**src/rtl/rv32i_pkg.sv**
```systemverilog
// Shared RV32I pipeline definitions: datapath width, bubble instruction and fetch states.
package rv32i_pkg;

    localparam int unsigned XLEN = 32;

    // ADDI x0,x0,0 -- the canonical bubble, also recognised by decode
    localparam logic [XLEN-1:0] NOP_IW = 32'h0000_0013;

    typedef enum logic [2:0] {
        ST_FILL   = 3'd0,
        ST_RUN    = 3'd1,
        ST_SQUASH = 3'd2,
        ST_STALL  = 3'd3,
        ST_HALT   = 3'd4
    } fetch_state_e;

endpackage

```
**src/rtl/rv32i_fetch_unit.sv**
```systemverilog
// RV32I instruction fetch stage: synchronous-read imem, redirect squash, decode stall with
// a one-entry skid buffer, and a terminal halt state.
module rv32i_fetch_unit
    import rv32i_pkg::XLEN, rv32i_pkg::fetch_state_e, rv32i_pkg::ST_FILL, rv32i_pkg::ST_RUN,
           rv32i_pkg::ST_SQUASH, rv32i_pkg::ST_STALL, rv32i_pkg::ST_HALT;
#(
    parameter logic [XLEN-1:0] RESET_PC = 32'h0000_0000,
    parameter logic [XLEN-1:0] NOP_IW   = rv32i_pkg::NOP_IW
) (
    input  logic            clk,
    input  logic            reset,
    input  logic            jump_en_in,
    input  logic [XLEN-1:0] jump_addr_in,
    input  logic            pc_halt_in,
    input  logic            halt_in,
    output logic [XLEN-1:0] imem_addr_out,
    input  logic [XLEN-1:0] imem_rdata_in,
    output logic [XLEN-1:0] iw_out,
    output logic [XLEN-1:0] pc_out,
    output logic            jump_en_out
);

    fetch_state_e    state_q, state_d;
    logic [XLEN-1:0] pc_f_q, pc_f_d;
    logic [XLEN-1:0] pc_d_q, pc_d_d;
    logic [XLEN-1:0] pc_out_q, pc_out_d;
    logic [XLEN-1:0] iw_q, iw_d;
    logic            jump_en_q, jump_en_d;
    logic [XLEN-1:0] skid_iw_q, skid_iw_d;
    logic            skid_valid_q, skid_valid_d;

    logic [XLEN-1:0] pc_f_inc;
    logic [XLEN-1:0] jump_tgt;

    // Wraps modulo 2^32; targets are forced word aligned.
    assign pc_f_inc = pc_f_q + XLEN'(4);
    assign jump_tgt = jump_addr_in & ~XLEN'(3);

    always_ff @(posedge clk) begin
        if (reset) begin
            state_q      <= ST_FILL;
            pc_f_q       <= RESET_PC;
            pc_d_q       <= RESET_PC;
            pc_out_q     <= RESET_PC;
            iw_q         <= NOP_IW;
            jump_en_q    <= 1'b0;
            skid_iw_q    <= NOP_IW;
            skid_valid_q <= 1'b0;
        end else begin
            state_q      <= state_d;
            pc_f_q       <= pc_f_d;
            pc_d_q       <= pc_d_d;
            pc_out_q     <= pc_out_d;
            iw_q         <= iw_d;
            jump_en_q    <= jump_en_d;
            skid_iw_q    <= skid_iw_d;
            skid_valid_q <= skid_valid_d;
        end
    end

    // Next-state logic; priority within a cycle is halt, then redirect, then stall.
    always_comb begin
        state_d      = state_q;
        pc_f_d       = pc_f_q;
        pc_d_d       = pc_d_q;
        pc_out_d     = pc_out_q;
        iw_d         = iw_q;
        jump_en_d    = 1'b0;
        skid_iw_d    = skid_iw_q;
        skid_valid_d = skid_valid_q;

        unique case (state_q)
            ST_FILL: begin
                iw_d    = NOP_IW;
                pc_d_d  = pc_f_q;
                pc_f_d  = pc_f_inc;
                state_d = ST_RUN;
            end

            ST_RUN: begin
                if (halt_in) begin
                    iw_d         = NOP_IW;
                    skid_valid_d = 1'b0;
                    state_d      = ST_HALT;
                end else if (jump_en_in) begin
                    pc_f_d       = jump_tgt;
                    iw_d         = NOP_IW;
                    skid_valid_d = 1'b0;
                    jump_en_d    = 1'b1;
                    state_d      = ST_SQUASH;
                end else if (pc_halt_in) begin
                    // pc_f is held, so the memory keeps returning the next word during the stall
                    skid_iw_d    = imem_rdata_in;
                    skid_valid_d = 1'b1;
                    state_d      = ST_STALL;
                end else begin
                    iw_d     = imem_rdata_in;
                    pc_out_d = pc_d_q;
                    pc_d_d   = pc_f_q;
                    pc_f_d   = pc_f_inc;
                end
            end

            ST_STALL: begin
                if (halt_in) begin
                    iw_d         = NOP_IW;
                    skid_valid_d = 1'b0;
                    state_d      = ST_HALT;
                end else if (jump_en_in) begin
                    pc_f_d       = jump_tgt;
                    iw_d         = NOP_IW;
                    skid_valid_d = 1'b0;
                    jump_en_d    = 1'b1;
                    state_d      = ST_SQUASH;
                end else if (!pc_halt_in) begin
                    iw_d         = skid_valid_q ? skid_iw_q : imem_rdata_in;
                    pc_out_d     = pc_d_q;
                    skid_valid_d = 1'b0;
                    pc_d_d       = pc_f_q;
                    pc_f_d       = pc_f_inc;
                    state_d      = ST_RUN;
                end
            end

            ST_SQUASH: begin
                if (halt_in) begin
                    iw_d    = NOP_IW;
                    state_d = ST_HALT;
                end else begin
                    // Word on imem_rdata_in is from the old path; the target read starts now.
                    iw_d    = NOP_IW;
                    pc_d_d  = pc_f_q;
                    pc_f_d  = pc_f_inc;
                    state_d = ST_RUN;
                end
            end

            ST_HALT: begin
                iw_d = NOP_IW;
            end

            default: begin
                iw_d         = NOP_IW;
                skid_valid_d = 1'b0;
                state_d      = ST_FILL;
            end
        endcase
    end

    assign imem_addr_out = pc_f_q;
    assign iw_out        = iw_q;
    assign pc_out        = pc_out_q;
    assign jump_en_out   = jump_en_q;

endmodule

```
**config.mk**
```make
export PLATFORM = sky130hd
export DESIGN_NAME = rv32i_fetch_unit
export DESIGN_NICKNAME = d
export VERILOG_FILES = /design/src/rtl/rv32i_pkg.sv /design/src/rtl/rv32i_fetch_unit.sv
export SDC_FILE = /design/constraint.sdc
export NUM_CORES = 1
export LEC_CHECK = 0
export CAP_MARGIN = 10
export CORE_ASPECT_RATIO = 0.7
export CORE_MARGIN = 2
export CORE_UTILIZATION = 53
export DETAILED_ROUTE_END_ITERATION = 8
export GPL_TIMING_DRIVEN = 0
export MAX_ROUTING_LAYER = met4
export PLACE_DENSITY = 0.94
export SETUP_SLACK_MARGIN = 0.3
export SYNTH_ARGS = -nofsm -noshare
export SYNTH_HDL_FRONTEND = slang
export SYNTH_SLANG_ARGS = --single-unit
```
**constraint.sdc**
```tcl
create_clock -name clk -period 5.34 [get_ports clk]
set_input_delay 0.801 -clock clk [delete_from_list [all_inputs] [get_ports clk]]
set_output_delay 0.801 -clock clk [all_outputs]
set_load 0.01 [all_outputs]
```
==> results by group, run 1 <==
Status
  • Status: finished, final reports clean

Cells and area
  • Fill cell count: 977
  • Layout cell share with drive strength beyond 1: 0.0581
  • Multi-input logic area: 0.00330 sq mm
  • Commonest non-fill, non-tap cell in the layout: nand2_1
  • Area added between synthesis and finish: 35.2%
  • Sequential cell area: 0.00318 sq mm
  • Final nets: 1176
  • Commonest non-fill, non-tap cells in the layout: nand2_1 (281), a21oi_1 (171), dfxtp_1 (159)
  • Design area: 0.00923 sq mm
  • Inserted Diodes: 0

Drt
  • DRC Markers: 0
  • Routed WL: 22200 microns
  • Vias: 7558
  • Iter 0 DRT Violations: 916
  • Via density: 5.90
  • DR WL/cell: 17.4 microns
  • Pre-antenna DRT Iters: 7
  • ANT nets after route: 0

Placement
  • Post-DP Area: 0.00862 sq mm
  • Post-DP HPWL: 15300 microns
  • Place WS: 2.32 ns
  • GP Congestion: 0.965
  • Port Buf Inserts: 158

Logic synthesis
  • Synth async-reset ratio: 0
  • Ys Warns: 0
  • Register bit total from synthesis: 159
  • Mux cell area share after synthesis: 0.0103
  • Gate Count Post-Synth: 926
  • Main combinational cell family by area after synthesis: simple AND/OR/NAND/NOR gates
  • Synth Area in Adders: 0.00183
  • Post-synth EDFFs: 0
  • Syn Area/Cell: 7.37 sq um
  • Register area share after synthesis: 0.466
  • Synth cell types: 52
  • Synth Area in Compound Gates: 0.190
  • Top_reg_cell synth: dfxtp_1
  • Synth Area in Simple Gates: 0.278
  • Post-Syn Area: 0.00683 sq mm
  • Post-synthesis xor/xnor area fraction: 0

STA
  • Min Tclk post-route: 2.76 ns
  • Setup violators final: 0
  • Rel. slew slack: 0.580
  • Worst-Margin Slew: 0.631 ns
  • Highest clock rate: 363 MHz
  • Hold Fails Final Rpt: 0
  • Max-slew violations: 0
  • Setup TNS: 0 ns
  • Skew final: 0.0124 ns
  • Period utilization: 0.516
  • RSZ-0062 raised after global routing: false
  • Setup ws final: 2.58 ns

CTS
  • Clock sinks: 159
  • Total CTS buffers: 17
  • Worst skew pair latency: 0.43 ns
  • CTS Buffer Depth: 2
  • Resized Gates After CTS: 0
  • Clock Pin Slew Worst Setup and Hold Paths: 0.07 ns
  • Setup Fix Bufs, Post-CTS: 0
  • CTS Hold Bufs: 0
  • CTS root buffer: clkbuf_16
  • Number of H-tree levels: 4
  • CTS tree: built

Critical path
  • Crit Path Class: input pin to flip-flop
  • CP endpoint kind: flip-flop
  • Max incr delay on CP: 0.53 ns
  • Crit Path Max Fanout: 10
  • Critical-path top delay cell: clkdlybuf4s50_1
  • Worst setup SP type: input pin
  • R2R cell count: 7
  • CP cell instances: clkdlybuf4s50_1 > a211oi_2 > a21o_1 > buf_2 > buf_2 > o21ai_0 > a22oi_1 > nor2_1
  • CP arrival: 3.05 ns
  • Worst EP required: 5.64 ns
  • CP most frequent cell: buf_2

Global route
  • Vias in the first global route: 6883
  • First-pass GRT wire length: 34300 microns
  • GR Util All Layers: 0.320
  • Initial antenna violation count: 0
  • Largest net degree at the start of global routing: 17
  • Gr ovfl total: 0

Power and ir drop
  • Switching Fraction: 0.261
  • Comb pwr share: 0.121
  • Clock share of power: 0.440
  • Total Power: 2.88 mW
  • LEAKAGE: 3.28 nW
  • Peak supply drop: 0.304 mV
  • Pwr/cell area: 312 mW/mm^2
  • Part of the power in registers: 0.440
  • Net Switching: 0.752 mW
  • Pint: 2.13 mW

Job
  • Max-cap violations: 0

Floorplanning
  • Initial Util: 0.546
  • Die area: 0.0138 sq mm
  • # rows: 34
  • Io pins: 166
  • Die Wd: 140 microns
  • Die Height: 98.9 microns
  • CORE AREA: 0.0125 sq mm

Min path
  • Worst hold path type: flip-flop to flip-flop
  • Hold path depth: 2
==> sequential cells by signal, summed over array words and instances, names as in the netlist <==
signal and count:
imem_addr_out 30, iw_out 32, jump_en_out 1, pc_d_q 30
pc_out 30, skid_iw_q 32, skid_valid_q 1, state_q 3
==> stage by stage <==
| step | utilization | hold WS [ns] | std cells |
|---|---|---|---|
| 2_1_floorplan | - | 0.432 | 929 |
| 3_3_place_gp | 0.689 | 0.441 | 1249 |
| 3_5_place_dp | 0.689 | 0.447 | 1249 |
| 4_1_cts | 0.738 | 0.452 | 1280 |
| 5_1_grt | 0.738 | 0.464 | 1280 |
| 6_report | 0.738 | 0.453 | 1280 |
==> final timing paths <==
path	slack [ns]	from	end
max reg2reg	3.10	imem_addr_out[2]	imem_addr_out[28]
max	2.58	halt_in	imem_addr_out[10]
min reg2reg	0.45	pc_out[12]	pc_out[12]
min	0.45	pc_out[12]	pc_out[12]
==> cell usage after synthesis (3+ instances only) <==
cell type / count / area [sq um]
and4_1: 4 / 35.0
a21oi_1: 171 / 856
nand2_1: 281 / 1050
nand3b_1: 5 / 37.5
clkbuf_1: 47 / 176
nand3_1: 21 / 105
a21o_1: 5 / 37.5
a22o_1: 3 / 26.3
nand4_1: 10 / 62.6
and2_1: 3 / 18.8
buf_4: 8 / 60.1
nor3_1: 13 / 65.1
dfxtp_1: 159 / 3180
o22ai_1: 8 / 50.1
a22oi_1: 7 / 52.6
nor4_1: 3 / 18.8
a211oi_1: 3 / 22.5
o21ai_0: 15 / 75.1
buf_2: 20 / 100
or3_1: 4 / 25.0
nor3b_1: 3 / 22.5
inv_1: 4 / 15.0
and3_1: 6 / 37.5
nor2_1: 77 / 289
mux2i_1: 7 / 70.1
a31oi_1: 7 / 43.8
==> kinds of logic after synthesis <==
| family | Yosys count |
|---|---|
| other | 1 |
| buffers and inverters | 80 |
| adder cells (fa/ha/maj) | 1 |
| AND/OR/NAND/NOR | 444 |
| AO/OA/AOI/OAI | 234 |
| multiplexers | 7 |
| flip-flops | 159 |
==> layout make-up <==
type | instances | share of cell area
Sequential cell | 159 | 0.345
Buffer | 76 | 0.0370
Clock inverter | 11 | 0.0164
Tap cell | 162 | 0.0220
Clock buffer | 20 | 0.0495
Timing Repair Buffer | 158 | 0.171
Multi-Input combinational cell | 690 | 0.357
Inverter | 4 | 0.00163
==> power groups by stage <==
| stage | combinational (mW) | sequential [mW] | clock (mW) |
|---|---|---|---|
| after floorplan | 0.172 | 1.28 | 0 |
| after global placement | 0.325 | 1.29 | 0 |
| after detailed placement | 0.332 | 1.29 | 0 |
| after CTS | 0.337 | 1.26 | 1.27 |
| after global routing | 0.370 | 1.27 | 1.33 |
| final | 0.348 | 1.27 | 1.27 |
==> routing by layer <==
metal / wire, microns / up-vias / part of all wire / global-route usage
met4: 665 / 0 / 0.030 / 0.115
met1: 8600 / 3421 / 0.39 / 0.405
met2: 10100 / 571 / 0.45 / 0.509
met5: 0 / - / 0 / -
met3: 2860 / 83 / 0.13 / 0.0705
li1: - / 3483 / - / -
==> worst max-delay path, delay by kind of cell <==
| family | cells | cell delay, ns |
|---|---|---|
| AO/OA/AOI/OAI | 4 | 1.06 |
| buffers and inverters | 3 | 1.12 |
| AND/OR/NAND/NOR | 1 | 0.07 |
Power figures use the tool's default switching activity.
==> run 2, diff against run 1 <==
--- a/config.mk
+++ b/config.mk
@@ -8,11 +8,11 @@
 export CAP_MARGIN = 10
 export CORE_ASPECT_RATIO = 0.7
 export CORE_MARGIN = 2
-export CORE_UTILIZATION = 53
+export CORE_UTILIZATION = 45
 export DETAILED_ROUTE_END_ITERATION = 8
 export GPL_TIMING_DRIVEN = 0
 export MAX_ROUTING_LAYER = met4
-export PLACE_DENSITY = 0.94
+export PLACE_DENSITY = 0.86
 export SETUP_SLACK_MARGIN = 0.3
 export SYNTH_ARGS = -nofsm -noshare
 export SYNTH_HDL_FRONTEND = slang
==> constraint.sdc (replaced) <==
create_clock -name clk -period 2.2 [get_ports clk]
set_input_delay 0.33 -clock clk [delete_from_list [all_inputs] [get_ports clk]]
set_output_delay 0.33 -clock clk [all_outputs]
set_load 0.01 [all_outputs]
==> results by group, run 2 (synthesis gave the netlist of run 1 again) <==
STA
  • Setup TNS: 0 ns (unchanged)
  • Period utilization: 0.863
  • Max-slew violations: 0 (unchanged)
  • RSZ-0062 raised after global routing: false (unchanged)
  • Skew final: 0.0105 ns (was 0.0124 ns)
  • Setup ws final: 0.302 ns (was 2.58 ns)
  • Rel. slew slack: 0.585 (was 0.580)
  • Hold Fails Final Rpt: 0 (unchanged)
  • Min Tclk post-route: 1.90 ns
  • Worst-Margin Slew: 0.622 ns (was 0.631 ns)
  • Highest clock rate: 527 MHz
  • Setup violators final: 0 (unchanged)

Cells and area
  • Final Util: 0.646 (was 0.738)
  • Area added between synthesis and finish: 39.8% (was 35.2%)
  • Final nets: 1195 (was 1176)
  • Sequential cell area: 0.00321 sq mm (was 0.00318 sq mm)
  • Layout cell share with drive strength beyond 1: 0.114 (was 0.0581)
  • Commonest non-fill, non-tap cells in the layout: nand2_1 (281), a21oi_1 (170), clkdlybuf4s50_1 (156) (was nand2_1 (281), a21oi_1 (171), dfxtp_1 (159))
  • Fill cell count: 1238 (was 977)
  • Inserted Diodes: 0 (unchanged)
  • Multi-input logic area: 0.00337 sq mm (was 0.00330 sq mm)
  • Commonest non-fill, non-tap cell in the layout: nand2_1 (unchanged)

Power and ir drop
  • Clock share of power: 0.417 (was 0.440)
  • Pint: 4.93 mW (was 2.13 mW)
  • Comb pwr share: 0.131 (was 0.121)
  • Switching Fraction: 0.277 (was 0.261)
  • Peak supply drop: 0.747 mV (was 0.304 mV)
  • Pwr/cell area: 715 mW/mm^2 (was 312 mW/mm^2)
  • Part of the power in registers: 0.452 (was 0.440)
  • LEAKAGE: 3.45 nW (was 3.28 nW)
  • Net Switching: 1.89 mW (was 0.752 mW)

Floorplanning
  • Die area: 0.0162 sq mm (was 0.0138 sq mm)
  • Io pins: 166 (unchanged)
  • Die Wd: 151 microns (was 140 microns)
  • Initial Util: 0.462 (was 0.546)
  • # rows: 37 (was 34)
  • Die Height: 107 microns (was 98.9 microns)
  • CORE AREA: 0.0148 sq mm (was 0.0125 sq mm)

Placement
  • Post-DP HPWL: 15400 microns (was 15300 microns)
  • Port Buf Inserts: 158 (unchanged)
  • GP Congestion: 0.958 (was 0.965)
  • Place WS: -0.399 ns (was 2.32 ns)

Drt
  • ANT nets after route: 0 (unchanged)
  • Vias: 7501 (was 7558)
  • DR WL/cell: 16.8 microns (was 17.4 microns)
  • Via density: 5.64 (was 5.90)
  • Routed WL: 22300 microns (was 22200 microns)
  • DRC Markers: 0 (unchanged)
  • Pre-antenna DRT Iters: 5 (was 7)
  • Iter 0 DRT Violations: 683 (was 916)

Critical path
  • Crit Path Class: flip-flop to flip-flop (was input pin to flip-flop)
  • Crit Path Max Fanout: 6 (was 10)
  • R2R Setup Slk: 0.30 ns (was 3.10 ns)
  • R2R Path End: imem_addr_out[28] (unchanged)
  • CP endpoint kind: flip-flop (unchanged)
  • R2R cell count: 6 (was 7)
  • Worst R2R Start: imem_addr_out[17] (was imem_addr_out[2])
  • Worst setup SP type: flip-flop (was input pin)
  • CP arrival: 2.20 ns (was 3.05 ns)
  • Worst EP required: 2.50 ns (was 5.64 ns)

Min path
  • Min-Delay Endpoint: state_q[1] (was pc_out[12])
  • Worst hold path type: input pin to flip-flop (was flip-flop to flip-flop)
  • Hold path depth: 3 (was 2)
  • Hold path start: pc_halt_in (was pc_out[12])

CTS
  • Clock Pin Slew Worst Setup and Hold Paths: 0.06 ns (was 0.07 ns)
  • CTS tree: built (unchanged)
  • Worst skew pair latency: 0.43 ns (about the same)
  • Total CTS buffers: 17 (unchanged)
  • Number of H-tree levels: 4 (unchanged)
  • Clock sinks: 159 (unchanged)
  • CTS Buffer Depth: 2 (unchanged)
  • CTS root buffer: clkbuf_16 (unchanged)
  • CTS Hold Bufs: 0 (unchanged)

Global route
  • GR Util All Layers: 0.281 (was 0.320)
  • Vias in the first global route: 6902 (was 6883)
  • Gr ovfl total: 0 (unchanged)
  • Largest net degree at the start of global routing: 17 (unchanged)
  • First-pass GRT wire length: 34700 microns (was 34300 microns)
  • Initial antenna violation count: 0 (unchanged)

Status
  • Status: finished, final reports clean (unchanged)

Job
  • Max-cap violations: 0 (unchanged)
==> run 2: changes by cell type in the layout (fill, tap and decap cells not counted), sizes merged <==
cell           previous run  this run
inv                       9        10
buf                      28        46
bufinv                    3         1
clkinv                    2         0
dlymetal6s2s              0         2
clkinvlp                  1         6
clkbuf                   68        66
clkdlybuf4s50           158       156
==> run 2: worst max path at each step <==
stage	startpoint	end	slack (ns)	depth (start not counted)
detailed placement	reset	imem_addr_out[5]	-0.40	5
finish	imem_addr_out[17]	imem_addr_out[28]	0.30	6
CTS	imem_addr_out[16]	imem_addr_out[28]	0.29	6
global placement	reset	imem_addr_out[14]	-0.36	5
global route	imem_addr_out[4]	imem_addr_out[15]	0.28	6
floorplan	imem_addr_out[2]	imem_addr_out[26]	0.36	7
==> run 2: timing repair <==
action / CTS / global route
endpoints found under the setup margin: 128 / 152
setup buffers: 10 / 9
pin swaps: 3 / 6
gates resized for setup: 23 / 64
endpoints found under the hold margin: 0 / 0
==> run 2: final cells by class <==
| cell class | instances | share of cell area |
|---|---|---|
| multi-input cells | 690 | 0.353 |
| clock inverters | 13 | 0.0139 |
| inverters | 4 | 0.00157 |
| well taps | 195 | 0.0256 |
| plain buffers | 76 | 0.0422 |
| repair buffers | 177 | 0.183 |
| flip-flops and latches | 159 | 0.336 |
| clock buffers | 17 | 0.0446 |
==> run 2: per-stage QoR <==
stage | hold slack [ns] | cells | area (sq um) | total power, mW
5_1_grt | 0.311 | 1331 | 9540 | 7.02
3_3_place_gp | 0.442 | 1282 | 8660 | 3.93
2_1_floorplan | 0.407 | 929 | 6840 | 3.53
3_5_place_dp | 0.446 | 1282 | 8660 | 3.94
4_1_cts | 0.286 | 1322 | 9360 | 6.77
6_report | 0.288 | 1331 | 9540 | 6.82
==> run 2: worst max-delay path, stage by stage (launching register included) <==
cell	delay, ns
dfxtp_1	0.50
nand2_1	0.18
nor4_1	0.26
and4_1	0.27
buf_6	0.13
a31oi_1	0.07
or3_1	0.36
==> run 2: power by group through the flow <==
stage / combinational, mW / clock, mW / sequential [mW]
3_3_place_gp: 0.799 / 0 / 3.13
6_report: 0.891 / 2.85 / 3.08
4_1_cts: 0.852 / 2.85 / 3.07
2_1_floorplan: 0.418 / 0 / 3.12
5_1_grt: 0.960 / 2.97 / 3.09
3_5_place_dp: 0.812 / 0 / 3.13
==> run 2: layer usage <==
metal  global-route usage  wire length, microns  up-vias
li1                     -                     -     3522
met1                0.359                  9360     3443
met2                0.431                  9870      457
met3               0.0647                  2350       79
met4                0.113                   747        0
met5                    -                     0        -
